[src/rtl/floor_div_seq_16.sv]
// Multi-cycle restoring floor divider producing one quotient bit per clock,
// with valid/ready on both sides. Signed floor mode is enabled by FLOORDIV_SIGNED_EN.
module floor_div_seq_16 #(
  parameter int unsigned WIDTH = 16
) (
  input  logic             clk,
  input  logic             rst_n,
  input  logic             in_valid,
  output logic             in_ready,
  input  logic [WIDTH-1:0] a,
  input  logic [WIDTH-1:0] b,
  output logic             out_valid,
  input  logic             out_ready,
  output logic [WIDTH-1:0] quotient,
  output logic [WIDTH-1:0] remainder,
  output logic             div_by_zero
);

  localparam int unsigned CNT_W = $clog2(WIDTH) + 1;

`ifdef FLOORDIV_SIGNED_EN
  typedef enum logic [1:0] {IDLE = 2'd0, CALC = 2'd1, FIX = 2'd2, DONE = 2'd3} state_t;
`else
  typedef enum logic [1:0] {IDLE = 2'd0, CALC = 2'd1, DONE = 2'd3} state_t;
`endif

  state_t             state_q, state_d;
  logic [WIDTH-1:0]   dvd_q;
  logic [WIDTH-1:0]   rem_q;
  logic [WIDTH-1:0]   dsr_q;
  logic [CNT_W-1:0]   cnt_q;
  logic               dbz_q;

  logic [WIDTH-1:0]   a_mag, b_mag;
  logic [WIDTH:0]     shifted;
  logic               ge;
  logic [WIDTH-1:0]   step_quo, step_rem;
  logic [WIDTH-1:0]   res_q, res_r;
  logic               last_step;
  logic               ld_out;

`ifdef FLOORDIV_SIGNED_EN
  logic [WIDTH-1:0]   a_raw_q;
  logic               neg_a_q, neg_b_q;

  assign a_mag = a[WIDTH-1] ? (~a + WIDTH'(1)) : a;
  assign b_mag = b[WIDTH-1] ? (~b + WIDTH'(1)) : b;
`else
  assign a_mag = a;
  assign b_mag = b;
`endif

  assign in_ready  = (state_q == IDLE);
  assign last_step = (cnt_q == CNT_W'(WIDTH - 1));

  // One restoring step: the full WIDTH+1-bit partial remainder is compared,
  // and since it is below 2*divisor the difference always fits in WIDTH bits.
  always_comb begin
    shifted  = {rem_q, dvd_q[WIDTH-1]};
    ge       = (shifted >= {1'b0, dsr_q});
    step_rem = ge ? (shifted[WIDTH-1:0] - dsr_q) : shifted[WIDTH-1:0];
    step_quo = {dvd_q[WIDTH-2:0], ge};
  end

  // Result presented to the output registers when entering DONE.
  always_comb begin
`ifdef FLOORDIV_SIGNED_EN
    res_q = dvd_q;
    res_r = rem_q;
    if (neg_a_q ^ neg_b_q) begin
      res_q = ~dvd_q + WIDTH'(1);
      if (rem_q != '0) begin
        res_q = res_q - WIDTH'(1);
        res_r = dsr_q - rem_q;
      end
    end
    if (neg_b_q) begin
      res_r = ~res_r + WIDTH'(1);
    end
    if (dbz_q) begin
      res_q = '1;
      res_r = a_raw_q;
    end
`else
    res_q = step_quo;
    res_r = step_rem;
`endif
  end

  always_ff @(posedge clk or negedge rst_n) begin
    if (!rst_n) state_q <= IDLE;
    else        state_q <= state_d;
  end

  always_comb begin
    state_d = state_q;
    ld_out  = 1'b0;
    case (state_q)
      IDLE: if (in_valid) state_d = CALC;
      CALC: begin
        if (last_step) begin
`ifdef FLOORDIV_SIGNED_EN
          state_d = FIX;
`else
          state_d = DONE;
          ld_out  = 1'b1;
`endif
        end
      end
`ifdef FLOORDIV_SIGNED_EN
      FIX: begin
        state_d = DONE;
        ld_out  = 1'b1;
      end
`endif
      DONE: if (out_ready) state_d = IDLE;
      default: state_d = IDLE;
    endcase
  end

  // Iteration datapath and output registers.
  always_ff @(posedge clk or negedge rst_n) begin
    if (!rst_n) begin
      dvd_q       <= '0;
      rem_q       <= '0;
      dsr_q       <= '0;
      cnt_q       <= '0;
      dbz_q       <= 1'b0;
      quotient    <= '0;
      remainder   <= '0;
      div_by_zero <= 1'b0;
      out_valid   <= 1'b0;
`ifdef FLOORDIV_SIGNED_EN
      a_raw_q     <= '0;
      neg_a_q     <= 1'b0;
      neg_b_q     <= 1'b0;
`endif
    end else begin
      out_valid <= (state_d == DONE);
      if (state_q == IDLE && in_valid) begin
        dvd_q <= a_mag;
        dsr_q <= b_mag;
        rem_q <= '0;
        cnt_q <= '0;
        dbz_q <= (b == '0);
`ifdef FLOORDIV_SIGNED_EN
        a_raw_q <= a;
        neg_a_q <= a[WIDTH-1];
        neg_b_q <= b[WIDTH-1];
`endif
      end else if (state_q == CALC) begin
        dvd_q <= step_quo;
        rem_q <= step_rem;
        cnt_q <= cnt_q + CNT_W'(1);
      end
      if (ld_out) begin
        quotient    <= res_q;
        remainder   <= res_r;
        div_by_zero <= dbz_q;
      end
    end
  end

endmodule

[config.mk]
export PLATFORM = sky130hd
export DESIGN_NAME = floor_div_seq_16
export DESIGN_NICKNAME = d
export VERILOG_FILES = /design/src/rtl/floor_div_seq_16.sv
export SDC_FILE = /design/constraint.sdc
export NUM_CORES = 1
export LEC_CHECK = 0
export ABC_AREA = 1
export CORE_UTILIZATION = 45
export CTS_CLUSTER_DIAMETER = 80
export DETAILED_ROUTE_END_ITERATION = 8
export PLACE_DENSITY_LB_ADDON = 0.08
export SLEW_MARGIN = 20
export SYNTH_ARGS = -nofsm -noshare
export SYNTH_HDL_FRONTEND = slang
export SYNTH_SLANG_ARGS = --single-unit
[constraint.sdc]
create_clock -name clk -period 2.45 [get_ports clk]
set_input_delay 0.245 -clock clk [delete_from_list [all_inputs] [get_ports clk]]
set_output_delay 0.245 -clock clk [all_outputs]
set_load 0.02 [all_outputs]
==> parameters.txt, run 1 <==
Parameter                              Value

Critical path
  Register-to-Register Setup Slack    0.18 ns
  Slowest library cell on the worst path    sky130_fd_sc_hd__dfrtp_1
  Sequence of cells on the critical path    ha_1, nand2_1, nand2_1, inv_1, nand2_1, nand2_1, nand3_2, nand2_4, nand2_4, nand2_1, nand2_1, nand2_1, nand2_1
  CP required    2.71 ns
  Arrival time of the worst setup path    2.53 ns
  RR Endpoint    remainder[11]
  Startpoint type of the worst setup path    register
  CP Capture Type    register
  Worst r2r src    rem_q[3]
  CP peak stage delay    0.45 ns
  Setup Crit Path Kind    reg -> reg
  Worst-path fanout max    18
  Critical path's most frequent cell    sky130_fd_sc_hd__nand2_1
  Kind of cell adding the most delay to the critical path    simple AND/OR/NAND/NOR gates
  Path depth of the worst reg2reg path    13
  Buffer and inverter count on the worst path    1

Final layout
  Post-layout nets    771
  FF/Latch Area    2252 sq um
  Fraction of layout instances using a drive strength above 1    6.796%
  Post-route standard cell area excluding fillers    6003 sq um
  Top library cells by usage in the layout, fill and taps aside    sky130_fd_sc_hd__nand2_1, sky130_fd_sc_hd__inv_1, sky130_fd_sc_hd__dfrtp_1
  Post-Layout Cell Count    857
  Area growth from synthesis to final layout    22.71%
  Count of inserted antenna diode cells    0
  Commonest non-fill, non-tap cell in the layout    sky130_fd_sc_hd__nand2_1
  Fillers    1,018
  Final standard cell utilization of the core    57.63%
  Area occupied by multi-input gates    2171 sq um

Placement
  Worst slack, placed    0.2135 ns
  Buffers on Ports    70
  Half-perimeter wire length after placement    9870 microns
  Final weighted congestion in routability-driven placement    0.8583
  Cell Count Post-Placement    840
  Area post-placement    5769 sq um

STA
  Number of endpoints with negative hold slack in the final report    0
  Post-Route Skew    0.01233 ns
  Maximum clock rate    440.9 MHz
  Final worst setup slack    0.1820 ns
  Share of the cycle needed by the critical path after routing    92.57%
  Slew headroom    73.86%
  Total of endpoints with negative setup slack in the final report    0
  Total negative setup slack    0 ns
  Number of max-slew violations in the final report    0
  Worst hold slack after final layout    0.3038 ns
  Unrepaired setup endpoints after global routing    no
  Slew @ Worst Pin    0.3921 ns
  Time the final worst path needs with I/O delays and setup    2.268 ns

Run
  Max Cap Violations    0

Floorplan
  Chip Width    106.3 microns
  Initial core utilization    46.97%
  Num ports    71
  Die ar.    11,290 sq um
  Die span in y    106.3 microns
  Placeable core region    10,420 sq um
  Number of cell rows    37

Global routing
  Total routing usage reported by global routing    25.71%
  Total overflow reported by the global router    0
  Initial antenna violation count    0
  Number of global-route vias before repair    4,461
  Maximum number of pins on one net before global-route repair    41
  Global-route wire length before repair    22,310 microns

Power
  Cell-internal power    5.009 mW
  Net switching fraction of the power    49.29%
  Sequential share of power    26.6%
  Relative contribution of the clock network to total power    11.9%
  Total power    9.878 mW
  Power per standard cell area    1645 nW/um^2
  Worst VDD drop    0.0007100 V
  Switching pwr    4.869 mW
  Gate power share    61.4%
  Static Leak    3.155 nW

Hold path
  Path type of the worst min-delay path    in -> async

Synth
  Top cells by area, synth    sky130_fd_sc_hd__dfrtp_1, sky130_fd_sc_hd__nand2_1, sky130_fd_sc_hd__inv_1
  Area share of the largest cell type after synthesis    46.04%
  Synth Warn #    0
  Number of different library cells in the post-synthesis netlist    36
  Share of async-settable or async-resettable flops after synthesis    100.0%
  Top cell type by total area after synthesis    sky130_fd_sc_hd__dfrtp_1
  Dominant synthesized flop cell    sky130_fd_sc_hd__dfrtp_1
  Post-synth EDFFs    0
  Avg Synthesized Cell Area    7.632 sq um
  Post-Syn Area    4892 sq um
  Seq/Total Area, Yosys    46.04%
  Gate Count Post-Synth    641
  Flop and latch count out of synthesis    90
  Net count after synthesis    696

CTS
  Root buffer cell    sky130_fd_sc_hd__clkbuf_8
  Clk pin slew, worst setup/hold paths    0.10 ns
  CTS sink count    90
  Count of H-tree levels built during CTS    3
  Setup fix buffers added after clock tree synthesis    0
  Largest buffer count on any clock path    2
  TritonCTS clock tree    done
  Cts bufs inserted    9
  Clk_lat worst skew    0.37 ns

Routing
  Drt first-iter violations    294
  Detailed-route vias per instance    5.036
  Final WL    13,160 microns
  First drt pass iteration count    5
  Number of routed nets with antenna violations    0
  Detailed-route DRC error count    0
  Routed length per placed instance    15.35 microns
  Total via count in the routed design    4,316

Run status
  Run status    complete, no violations
==> Yosys cell counts (2+ instances only) <==
master and n:
sky130_fd_sc_hd__nand2_2 4, sky130_fd_sc_hd__and2_1 2, sky130_fd_sc_hd__o21ai_0 38, sky130_fd_sc_hd__nor2_2 3, sky130_fd_sc_hd__xnor2_1 3, sky130_fd_sc_hd__nand3_2 5
sky130_fd_sc_hd__nand3b_1 6, sky130_fd_sc_hd__buf_2 3, sky130_fd_sc_hd__nand4_1 9, sky130_fd_sc_hd__dfrtp_1 90, sky130_fd_sc_hd__nor2_1 17, sky130_fd_sc_hd__nor2_4 2
sky130_fd_sc_hd__inv_1 98, sky130_fd_sc_hd__xor2_1 4, sky130_fd_sc_hd__nand2_4 2, sky130_fd_sc_hd__inv_2 4, sky130_fd_sc_hd__o21ai_1 2, sky130_fd_sc_hd__nand2_1 239
sky130_fd_sc_hd__ha_1 18, sky130_fd_sc_hd__clkbuf_1 12, sky130_fd_sc_hd__o221ai_1 14, sky130_fd_sc_hd__nand3_1 43, sky130_fd_sc_hd__nor3_1 2, sky130_fd_sc_hd__a21oi_1 9
==> final cells by class <==
| cell class | instances | area share, % |
|---|---|---|
| Sequential cell | 90 | 37.52 |
| Inverter | 102 | 6.378 |
| Clock buffer | 10 | 2.126 |
| Timing Repair Buffer | 82 | 13.38 |
| Clock inverter | 6 | 1.605 |
| Tap cell | 136 | 2.835 |
| Multi-Input combinational cell | 431 | 36.16 |
==> how the worst max path moves through the flow <==
stage / start / end / slack (ns) / cells past startpoint
final: rem_q[3] / remainder[11] / 0.18 / 13
after global routing: rem_q[3] / remainder[11] / 0.02 / 13
after CTS: rem_q[3] / remainder[11] / 0.20 / 13
after detailed placement: rem_q[3] / remainder[11] / 0.21 / 13
after global placement: rem_q[3] / remainder[5] / 0.26 / 13
after floorplan: dvd_q[15] / rem_q[8] / 0.63 / 12
==> power groups by stage <==
| stage | combinational (mW) | clock, mW | sequential (mW) |
|---|---|---|---|
| after floorplan | 4.01 | 0 | 2.79 |
| after global placement | 5.98 | 0 | 2.63 |
| after detailed placement | 6.03 | 0 | 2.66 |
| after CTS | 6.07 | 1.20 | 2.63 |
| after global routing | 6.87 | 1.27 | 2.70 |
| final | 6.07 | 1.18 | 2.63 |
==> cell families (layout without fill, tap and decap cells) <==
kind of cell	count (synthesis)	in the layout	synth area share, %
AO/OA/AOI/OAI	68	68	8.312
XOR/XNOR	7	7	1.253
adder cells (fa/ha/maj)	19	19	5.013
buffers and inverters	120	200	9.590
flip-flops	90	90	46.04
AND/OR/NAND/NOR	337	337	29.80
==> layer usage <==
metal / part of all wire, % / global-route usage [%]
met5: 0 / 0
met4: 1.6 / 8.631
met3: 3.8 / 4.721
met2: 48 / 42.44
met1: 46 / 34.00
==> sequential cells by signal (all words and copies together), names as in the netlist <==
| name | count |
|---|---|
| cnt_q | 5 |
| quotient | 16 |
| state_q | 2 |
| dvd_q | 16 |
| dbz_q | 1 |
| rem_q | 16 |
| out_valid | 1 |
| div_by_zero | 1 |
| dsr_q | 16 |
| remainder | 16 |
==> repair_timing <==
action                                 4_1_cts  5_1_grt
gates resized for setup                      0        0
hold buffers                                 1        0
endpoints found under the hold margin       19        0
(Power assumes the default switching activity.)
==> run 2, diff against run 1 <==
SLEW_MARGIN = 10   (was 20)
==> results of run 2 <==
No change in the layout: final DEF, timing and power equal those of run 1.
